**src/rtl/div_share_arb_if.sv**
```systemverilog
// ----------------------------------------------------------------------------
// div_share_arb_if
//   Bundle between NREQ requesters, the shared-divider arbiter and the single
//   divider core.
//
//   Requester side : req_valid / req_a / req_b        (requester -> arbiter)
//                    req_ready / resp_valid / resp_data / resp_err
//                                                     (arbiter -> requester)
//   Divider side   : div_init / div_a / div_b         (arbiter -> divider)
//                    div_result / div_busy            (divider -> arbiter)
//   Status         : arb_busy                         (arbiter -> anyone)
//
//   slave  : the arbiter's view
//   master : the environment's view (requesters plus divider)
// ----------------------------------------------------------------------------
interface div_share_arb_if #(
    parameter int NREQ = 2,
    parameter int W    = 64
);
    logic [NREQ-1:0]   req_valid;
    logic [NREQ*W-1:0] req_a;
    logic [NREQ*W-1:0] req_b;
    logic [NREQ-1:0]   req_ready;
    logic [NREQ-1:0]   resp_valid;
    logic [W-1:0]      resp_data;
    logic              resp_err;
    logic              div_init;
    logic [W-1:0]      div_a;
    logic [W-1:0]      div_b;
    logic [W-1:0]      div_result;
    logic              div_busy;
    logic              arb_busy;

    modport slave (
        input  req_valid, req_a, req_b, div_result, div_busy,
        output req_ready, resp_valid, resp_data, resp_err,
               div_init, div_a, div_b, arb_busy
    );

    modport master (
        output req_valid, req_a, req_b, div_result, div_busy,
        input  req_ready, resp_valid, resp_data, resp_err,
               div_init, div_a, div_b, arb_busy
    );
endinterface

```
**src/rtl/div_share_arb.sv**
```systemverilog
// ----------------------------------------------------------------------------
// div_share_arb
//   Round-robin arbiter and sequencer that shares one divider core between
//   NREQ requesters. Each transaction latches one request's operands, pulses
//   the divider start for INIT_CYC cycles, follows the divider's busy rise
//   and fall, and hands the quotient back to the owner as a one-cycle
//   response. A zero divisor is answered locally and never reaches the core.
//
// Ports
//   clk          in   rising-edge clock
//   rst          in   synchronous reset, active-high
//   bus          slave modport of div_share_arb_if (requests, responses,
//                divider handshake, arb_busy)
//   o_dbg_state  out  current FSM state (state_t encoding)
//
// Handshake semantics
//   A requester raises req_valid[i] with its operands and holds both until it
//   sees req_ready[i]. req_ready is a one-hot pulse during the IDLE cycle in
//   which the request wins arbitration; the operands are captured on the
//   clock edge that ends that cycle, so valid & ready in a cycle means the
//   transfer happens at the following edge. The result comes back later as a
//   one-cycle resp_valid[i] pulse; there is no backpressure on responses.
// ----------------------------------------------------------------------------
module div_share_arb #(
    parameter int NREQ     = 2,
    parameter int W        = 64,
    parameter int INIT_CYC = 4,
    parameter int BUSY_TO  = 16
) (
    input  logic                 clk,
    input  logic                 rst,
    div_share_arb_if.slave       bus,
    output logic [2:0]           o_dbg_state
);
    localparam int PW   = (NREQ > 1) ? $clog2(NREQ) : 1;
    localparam int CMAX = (INIT_CYC > BUSY_TO) ? INIT_CYC : BUSY_TO;
    localparam int CW   = $clog2(CMAX + 1);

    typedef enum logic [2:0] {
        S_IDLE      = 3'd0,
        S_START     = 3'd1,
        S_WAIT_RISE = 3'd2,
        S_WAIT_FALL = 3'd3,
        S_RESP      = 3'd4
    } state_t;

    state_t          r_state;
    logic [PW-1:0]   r_rr_ptr;
    logic [PW-1:0]   r_owner;
    logic [CW-1:0]   r_cnt;
    logic            r_div_init;
    logic [W-1:0]    r_div_a;
    logic [W-1:0]    r_div_b;
    logic [NREQ-1:0] r_resp_valid;
    logic [W-1:0]    r_resp_data;
    logic            r_resp_err;

    logic            w_gnt_vld;
    logic [PW-1:0]   w_gnt_idx;
    logic [NREQ-1:0] w_gnt_oh;
    logic [NREQ-1:0] w_own_oh;
    logic [PW-1:0]   w_rr_next;
    logic [W-1:0]    w_sel_a;
    logic [W-1:0]    w_sel_b;

    // First requester at or after r_rr_ptr, scanning with wrap-around.
    always_comb begin
        int v_idx;
        v_idx     = 0;
        w_gnt_vld = 1'b0;
        w_gnt_idx = '0;
        for (int k = 0; k < NREQ; k++) begin
            v_idx = int'(r_rr_ptr) + k;
            if (v_idx >= NREQ) begin
                v_idx = v_idx - NREQ;
            end
            if (!w_gnt_vld && bus.req_valid[v_idx[PW-1:0]]) begin
                w_gnt_vld = 1'b1;
                w_gnt_idx = v_idx[PW-1:0];
            end
        end
    end

    assign w_gnt_oh  = w_gnt_vld ? (NREQ'(1) << w_gnt_idx) : '0;
    assign w_own_oh  = NREQ'(1) << r_owner;
    assign w_rr_next = (w_gnt_idx == PW'(NREQ - 1)) ? '0 : w_gnt_idx + PW'(1);
    assign w_sel_a   = bus.req_a[int'(w_gnt_idx)*W +: W];
    assign w_sel_b   = bus.req_b[int'(w_gnt_idx)*W +: W];

    always_ff @(posedge clk) begin
        if (rst) begin
            r_state      <= S_IDLE;
            r_rr_ptr     <= '0;
            r_owner      <= '0;
            r_cnt        <= '0;
            r_div_init   <= 1'b0;
            r_div_a      <= '0;
            r_div_b      <= '0;
            r_resp_valid <= '0;
            r_resp_data  <= '0;
            r_resp_err   <= 1'b0;
        end else begin
            case (r_state)
                S_IDLE: begin
                    r_resp_valid <= '0;
                    r_resp_data  <= '0;
                    r_resp_err   <= 1'b0;
                    if (w_gnt_vld) begin
                        r_div_a  <= w_sel_a;
                        r_div_b  <= w_sel_b;
                        r_owner  <= w_gnt_idx;
                        r_rr_ptr <= w_rr_next;
                        if (w_sel_b == '0) begin
                            // Zero divisor: answer straight away, core untouched.
                            r_state      <= S_RESP;
                            r_resp_valid <= w_gnt_oh;
                            r_resp_data  <= '1;
                            r_resp_err   <= 1'b1;
                        end else begin
                            r_state    <= S_START;
                            r_div_init <= 1'b1;
                            r_cnt      <= '0;
                        end
                    end
                end
                S_START: begin
                    if (r_cnt == CW'(INIT_CYC - 1)) begin
                        r_div_init <= 1'b0;
                        r_cnt      <= '0;
                        r_state    <= S_WAIT_RISE;
                    end else begin
                        r_cnt <= r_cnt + CW'(1);
                    end
                end
                S_WAIT_RISE: begin
                    if (bus.div_busy) begin
                        r_state <= S_WAIT_FALL;
                    end else if (r_cnt == CW'(BUSY_TO - 1)) begin
                        // Divider never acknowledged the start.
                        r_state      <= S_RESP;
                        r_resp_valid <= w_own_oh;
                        r_resp_data  <= '0;
                        r_resp_err   <= 1'b1;
                    end else begin
                        r_cnt <= r_cnt + CW'(1);
                    end
                end
                S_WAIT_FALL: begin
                    if (!bus.div_busy) begin
                        r_state      <= S_RESP;
                        r_resp_valid <= w_own_oh;
                        r_resp_data  <= bus.div_result;
                        r_resp_err   <= 1'b0;
                    end
                end
                S_RESP: begin
                    r_resp_valid <= '0;
                    r_resp_data  <= '0;
                    r_resp_err   <= 1'b0;
                    r_state      <= S_IDLE;
                end
                default: begin
                    r_state <= S_IDLE;
                end
            endcase
        end
    end

    // Ready is only offered from IDLE and never while reset is held.
    assign bus.req_ready  = (r_state == S_IDLE && !rst) ? w_gnt_oh : '0;
    assign bus.resp_valid = r_resp_valid;
    assign bus.resp_data  = r_resp_data;
    assign bus.resp_err   = r_resp_err;
    assign bus.div_init   = r_div_init;
    assign bus.div_a      = r_div_a;
    assign bus.div_b      = r_div_b;
    assign bus.arb_busy   = (r_state != S_IDLE);
    assign o_dbg_state    = r_state;
endmodule

```
**src/flat_wrapper.sv**
```systemverilog
// flat-port wrapper written by rule: the top's interface ports become plain ports
module div_share_arb_flat 
#(
    parameter int NREQ     = 2,
    parameter int W        = 64,
    parameter int INIT_CYC = 4,
    parameter int BUSY_TO  = 16
)
  (clk, rst, o_dbg_state, bus_req_valid, bus_req_a, bus_req_b, bus_div_result, bus_div_busy, bus_req_ready, bus_resp_valid, bus_resp_data, bus_resp_err, bus_div_init, bus_div_a, bus_div_b, bus_arb_busy);
  div_share_arb_if #(.NREQ(NREQ), .W(W)) bus_i ();
  input  logic clk;
  input  logic rst;
  output logic [2:0] o_dbg_state;
  input wire logic [$bits(bus_i.req_valid)-1:0] bus_req_valid;
  input wire logic [$bits(bus_i.req_a)-1:0] bus_req_a;
  input wire logic [$bits(bus_i.req_b)-1:0] bus_req_b;
  input wire logic [$bits(bus_i.div_result)-1:0] bus_div_result;
  input wire logic [$bits(bus_i.div_busy)-1:0] bus_div_busy;
  output wire logic [$bits(bus_i.req_ready)-1:0] bus_req_ready;
  output wire logic [$bits(bus_i.resp_valid)-1:0] bus_resp_valid;
  output wire logic [$bits(bus_i.resp_data)-1:0] bus_resp_data;
  output wire logic [$bits(bus_i.resp_err)-1:0] bus_resp_err;
  output wire logic [$bits(bus_i.div_init)-1:0] bus_div_init;
  output wire logic [$bits(bus_i.div_a)-1:0] bus_div_a;
  output wire logic [$bits(bus_i.div_b)-1:0] bus_div_b;
  output wire logic [$bits(bus_i.arb_busy)-1:0] bus_arb_busy;
  assign bus_i.req_valid = bus_req_valid;
  assign bus_i.req_a = bus_req_a;
  assign bus_i.req_b = bus_req_b;
  assign bus_i.div_result = bus_div_result;
  assign bus_i.div_busy = bus_div_busy;
  assign bus_req_ready = bus_i.req_ready;
  assign bus_resp_valid = bus_i.resp_valid;
  assign bus_resp_data = bus_i.resp_data;
  assign bus_resp_err = bus_i.resp_err;
  assign bus_div_init = bus_i.div_init;
  assign bus_div_a = bus_i.div_a;
  assign bus_div_b = bus_i.div_b;
  assign bus_arb_busy = bus_i.arb_busy;
  div_share_arb #(.NREQ(NREQ), .W(W), .INIT_CYC(INIT_CYC), .BUSY_TO(BUSY_TO)) u_core (.clk(clk), .rst(rst), .bus(bus_i), .o_dbg_state(o_dbg_state));
endmodule
```
**config.mk**
```make
export PLATFORM = sky130hd
export DESIGN_NAME = div_share_arb_flat
export DESIGN_NICKNAME = d
export VERILOG_FILES = /design/src/rtl/div_share_arb_if.sv /design/src/rtl/div_share_arb.sv /design/src/flat_wrapper.sv
export SDC_FILE = /design/constraint.sdc
export NUM_CORES = 1
export LEC_CHECK = 0
export ABC_AREA = 0
export ABC_CLOCK_PERIOD_IN_PS = 2300
export BUFFER_PORTS_ARGS = -buffer_cell sky130_fd_sc_hd__buf_4
export CAP_MARGIN = 20
export CORE_AREA = 2 2 208 210
export CTS_CLUSTER_DIAMETER = 120
export DETAILED_ROUTE_END_ITERATION = 10
export DIE_AREA = 0 0 210 212
export GPL_TIMING_DRIVEN = 0
export PLACE_DENSITY_LB_ADDON = 0.3
export SETUP_SLACK_MARGIN = 0.05
export SLEW_MARGIN = 25
export SYNTH_ARGS = -nofsm -noshare
export SYNTH_HDL_FRONTEND = slang
export SYNTH_SLANG_ARGS = --single-unit
```
**constraint.sdc**
```tcl
create_clock -name clk -period 2.3 [get_ports clk]
set_clock_uncertainty 0.15 [all_clocks]
set_input_delay 0 -clock clk [delete_from_list [all_inputs] [get_ports clk]]
set_output_delay 0 -clock clk [all_outputs]
set_load 0.02 [all_outputs]
```
# Yosys cells after proc, flatten, opt, wreduce, memory -nomap -nowiden
# Index checks and enable logic that the tools add are counted.
[classes]
addsub = 5
n_lt_le_gt_ge = 4
eq_ne = 14
shift = 4
n_mux = 48
n_reduce_logical = 15
[op_table]
columns = ["operator", "n"]
rows = [
  ["$mux 64", 5],
  ["$pmux 64 s4", 1],
  ["$shiftx 128x8->64", 2],
  ["$logic_not 64->1", 1],
  ["$mux 5", 5],
  ["$mux 1", 19],
  ["$mux 3", 6],
  ["$pmux 5 s3", 1],
  ["$mux 2", 7],
  ["$pmux 3 s4", 1],
  ["$reduce_and 4->1", 3],
  ["$ne 2x2->1 const B", 4],
  ["$pmux 2 s4", 1],
  ["$eq 3x2->1 const B", 2],
  ["$ne 2x1->1 const B", 3],
  ["$reduce_bool 3->1", 2],
  ["$add 5x1->5 const B", 1],
  ["$eq 5x2->1 const B", 1],
  ["$eq 5x4->1 const B", 1],
  ["$reduce_and 5->1", 1],
  ["$lt 1x2->1 const B", 2],
  ["$pmux 1 s4", 1],
  ["$reduce_bool 4->1", 1],
  ["$shl 1x1->2 const A", 2],
  ["other kinds (14)", 17],
]
[totals]
regBits = 206
inputBits = 325
output_inout_bits = 202
word_cells = 100

# Logic depth before layout (Yosys ltp)
[logic_depth]
ltp_word = 13
ltp_mapped = 10
ltp_nobuf = 9

# Least setup slack after synthesis
# Ideal clock, no wire load.
[synth_path]
path_kind = "reg-to-reg"
from = "reg u_core.r_cnt[0]"
to = "reg u_core.r_resp_data[13], in the netlist u_core.bus.resp_data[13]"
setup_ns = 0.081
arrival_ns = 2.013
t_required_ns = 2.069
path_slack_ns = 0.056
stages_incl_launch_ff = 11
n_path_buf = 2
synth_period_minus_slack_ns = 2.244
path_cell_list = "dfxtp_1 -> ha_1 -> and3_1 -> ha_1 -> nor2_1 -> nor3_1 -> or2_2 -> clkbuf_1 -> buf_1 -> nor2_1 -> a211oi_2"
[synth_via]
elab_chain_len = 3
[synth_rtl]
columns = ["item", "line_no", "source"]
rows = [
  ["start: declaration", "div_share_arb.sv:50", "logic [CW-1:0] r_cnt;"],
  ["start signal: assignment", "div_share_arb.sv:132", "r_cnt <= r_cnt + CW'(1);"],
  ["start signal: assignment", "div_share_arb.sv:145", "r_cnt <= r_cnt + CW'(1);"],
  ["$eq 5x4->1", "div_share_arb.sv:138", "end else if (r_cnt == CW'(BUSY_TO - 1)) begin"],
  ["$ne 2x1->1 (no line)", "--", ""],
  ["$reduce_and 4->1 (no line)", "--", ""],
  ["end signal: assignment", "div_share_arb.sv:152", "r_resp_data <= bus.div_result;"],
  ["end: declaration", "div_share_arb.sv:55", "logic [W-1:0] r_resp_data;"],
]
# Every way passes these cells.
# A chain may end at the register's enable or synchronous reset.

# Worst setup path in the final report
[layout_path]
from = "in bus_req_b[36]"
to = "reg u_core.r_resp_data[20], in the netlist u_core.bus.resp_data[20]"
[layout_via]
elab_chain_len = 5
[layout_rtl]
columns = ["item", "line_no", "source"]
rows = [
  ["start: declaration", "flat_wrapper.sv:16", "input wire logic [$bits(bus_i.req_b)-1:0] bus_req_b;"],
  ["$shiftx 128x8->64", "div_share_arb.sv:88", "assign w_sel_b = bus.req_b[int'(w_gnt_idx)*W +: W];"],
  ["$logic_not 64->1", "div_share_arb.sv:113", "if (w_sel_b == '0) begin"],
  ["$mux 64", "div_share_arb.sv:113", ""],
  ["$mux 64", "div_share_arb.sv:108", "if (w_gnt_vld) begin"],
  ["$pmux 64 s4", "div_share_arb.sv:103", "case (r_state)"],
]
# Every way passes these cells.

==> flow_summary.ini <==
[setup_path]
timing.critical_path.slowest_stage_cell = sky130_fd_sc_hd__or4_4
critPathArrivalTime_ns = 2.76
worst_ep_required_time_ns = 2.61
worst_r2r_endpoint = u_core.bus.resp_data[20]
timing.reg2reg.setup_slack_ns = -0.12
critical_path_peak_fanout = 10
cp_common_cell = sky130_fd_sc_hd__buf_6
r2r_cells = 9
startpoint_type = input port
cells_traversed_along_the_worst_timing_path = buf_4 -> dlygate4sd3_1 -> or4_1 -> or4_4 -> a22oi_2 -> a21oi_2 -> buf_6 -> buf_12 -> buf_6 -> a211oi_2
worst_path_largest_cell_delay_ns = 0.57
reg_to_reg_critical_path_startpoint = u_core.r_rr_ptr
crit_path_end_kind = flop
crit_type = in2reg

[cells_and_area]
num-nets-final = 2277
finalCoreUtilization = 0.4212
final_cell_count_no_fill = 2516
mostFrequentLayoutCells = 536 x sky130_fd_sc_hd__buf_4, 334 x sky130_fd_sc_hd__nand2_1, 315 x sky130_fd_sc_hd__dlygate4sd3_1
mostFrequentLayoutCell = sky130_fd_sc_hd__buf_4
syn_to_final_growth_pct = 103.4
layout.filler_cells = 4017
drive_above_1_share = 0.3748
post_layout_instance_area_um2 = 17900

[clock_tree]
clk_transition_reported_paths_ns = 0.06
clock_root_cell = sky130_fd_sc_hd__clkbuf_16
clock_path_buffers = 3
worst_skew_pair.late_latency_ns = 0.55
clock-sinks = 206
cts_made_buffers = 26
ctsHtreeMaxLevel = 1
cts_tree = yes

[placed_design]
post_place_setup_slack_ns = -0.8888
place_area_um2 = 13430
place_inst = 2143
routabilityCongestion = 0.9722
dp_hpwl_um = 32380
numPortBuffers = 525

[power_and_ir_drop]
power.density_nw_per_um2 = 1109
worst_ir_drop_vdd_uv = 615.4
power.static_leakage_nw = 8.000
post-layout-total-power_mw = 19.85

[routing]
vias = 11870
viasPerCell = 4.719
first_pass_iters = 5
detail_route.wirelength_um = 45890
drc = 0
drt-wirelength-per-cell_um = 18.24
dr.first_iter.drc_count = 611
antenna_left = 0

[logic_synthesis]
synth_cells = 1072
yosysSeqAreaShare = 0.4685
synth_async_sr_flop_share = 0
synth-edff-count = 0
synth.yosys.warnings = 0
ys.flop_type = sky130_fd_sc_hd__dfxtp_1
syn_nets = 1399
syn-cell-area_um2 = 8802
syn_avg_cell_area_um2 = 8.211
synth_cell_type_count = 42
ys_seq_elements = 206

[min_path]
worst_hold_path.num_cells = 3
worstHoldEndpoint = u_core.bus.div_b[15]
min-delay-start = bus_req_b[79]
worstHoldPathType = in2reg

[flow_run]
cap_viol_max_count = 0

[die]
die_area_um2 = 44520
core_area_um2 = 42510
start_util = 0.2071
dieHeight_um = 212
io_pins = 527
fp.dieW_um = 210
core.rowCount = 76

[timing]
fin_crit_period_ns = 2.449
worst_slew_margin_rel = 0.4759
hold_viol_final = 7
final.setup.tns_ns = -7.155
layout_worst_path_cycle_share = 1.065
fmax_mhz = 408.3
grt_setup_unrepaired = yes
worstMarginPinSlew_ns = 0.7861
timing.final.setup_violations = 60
slew_viol_final = 0
fin_hold_ws_ns = -0.4176
setup_slack_ns = -0.1492

[global_route]
first_global_vias = 12500
maximum_number_of_pins_on_one_net_before_global_route_repair = 13
grt_first_pass_wirelength_um = 68200
grt.overflow.total = 0
antenna_found_initial = 2
grt.total_usage = 0.1936

[outcome]
run_status = finished, violations left
failing_checks = hold timing, setup timing
## cell type report
| class | instances | area (um2) | share of cell area |
|---|---|---|---|
| tap | 546 | 683.2 | 0.03816 |
| clock inverter | 8 | 96.34 | 0.005382 |
| timing repair buffer | 850 | 7182 | 0.4012 |
| clock buffer | 39 | 770.7 | 0.04305 |
| sequential | 206 | 4125 | 0.2304 |
| buffer | 89 | 538.0 | 0.03005 |
| multi-input combinational | 771 | 4482 | 0.2503 |
| antenna | 1 | 2.502 | 0.0001398 |
| inverter | 6 | 22.52 | 0.001258 |
## sequential cells by signal, summed over array words and instances (netlist names)
register / count
u_core.bus.div_b: 64
u_core.bus.div_init: 1
u_core.bus.resp_data: 64
u_core.bus.div_a: 64
u_core.o_dbg_state: 3
u_core.bus.resp_err: 1
u_core.r_owner: 1
u_core.r_rr_ptr: 1
u_core.r_cnt: 5
u_core.bus.resp_valid: 2
## kinds of logic after synthesis
family | count (synthesis) | share of synthesized area
and+or+nand+nor | 545 | 0.2544
AOI/OAI and AO/OA | 223 | 0.2273
DFF | 206 | 0.4685
buffers and inverters | 95 | 0.04577
adders and majority gates | 2 | 0.002842
muxes | 1 | 0.001137
## repair_timing
item	4_1_cts	5_1_grt
endpoints found under the hold margin	202	18
gates resized for setup	99	50
hold buffers	300	15
setup endpoints to repair	205	196
setup buffers	8	2
pin swaps	11	5
## synthesized netlist by cell type (5+ instances only)
library cell	instances	area (um2)
sky130_fd_sc_hd__a21oi_1	6	30.03
sky130_fd_sc_hd__nor3_1	5	25.02
sky130_fd_sc_hd__nor4_1	29	181.4
sky130_fd_sc_hd__buf_1	11	41.29
sky130_fd_sc_hd__a22oi_1	66	495.5
sky130_fd_sc_hd__nand2_1	336	1261
sky130_fd_sc_hd__or4_1	6	45.04
sky130_fd_sc_hd__inv_1	6	22.52
sky130_fd_sc_hd__a211oi_2	50	625.6
sky130_fd_sc_hd__a311oi_1	65	569.3
sky130_fd_sc_hd__buf_6	6	67.56
sky130_fd_sc_hd__a211oi_1	17	127.6
sky130_fd_sc_hd__dfxtp_1	206	4124
sky130_fd_sc_hd__clkbuf_1	71	266.5
sky130_fd_sc_hd__nor2_1	140	525.5
## per-layer routing
layer / GRT usage / vias to the layer above / routed length, um / share of wire
met5: 0 / - / 13 / 0.00028
met4: 0.09318 / 2 / 2078 / 0.045
met3: 0.03767 / 147 / 2980 / 0.065
met2: 0.3440 / 534 / 22470 / 0.49
met1: 0.2235 / 5639 / 18340 / 0.40
li1: - / 5552 / - / -
## worst max-delay path: cells and delay by family
| family | cells | cell delay [ns] |
|---|---|---|
| AND/OR/NAND/NOR | 2 | 1.11 |
| buffers and inverters | 5 | 1.08 |
| AO/OA/AOI/OAI | 3 | 0.55 |
## how the worst max path moves through the flow
stage | start | to | slack (ns) | cells past startpoint
6_report | bus_req_b[36] | u_core.bus.resp_data[20] | -0.15 | 10
5_1_grt | bus_req_b[71] | u_core.bus.resp_data[34] | -0.23 | 11
4_1_cts | u_core.r_rr_ptr | u_core.bus.resp_data[41] | -0.15 | 9
3_5_place_dp | bus_req_b[38] | u_core.bus.resp_data[5] | -0.89 | 9
3_3_place_gp | bus_req_b[38] | u_core.bus.resp_data[45] | -0.83 | 9
2_1_floorplan | u_core.r_cnt[0] | u_core.bus.resp_data[13] | 0.06 | 10
## power by group
part | total [mW] | internal [mW] | switching (mW)
logic | 9.93 | 4.21 | 5.71
registers | 5.71 | 4.91 | 0.807
clock network | 4.21 | 2.53 | 1.68
total | 19.8 | 11.6 | 8.20
Power figures use the tool's default switching activity.
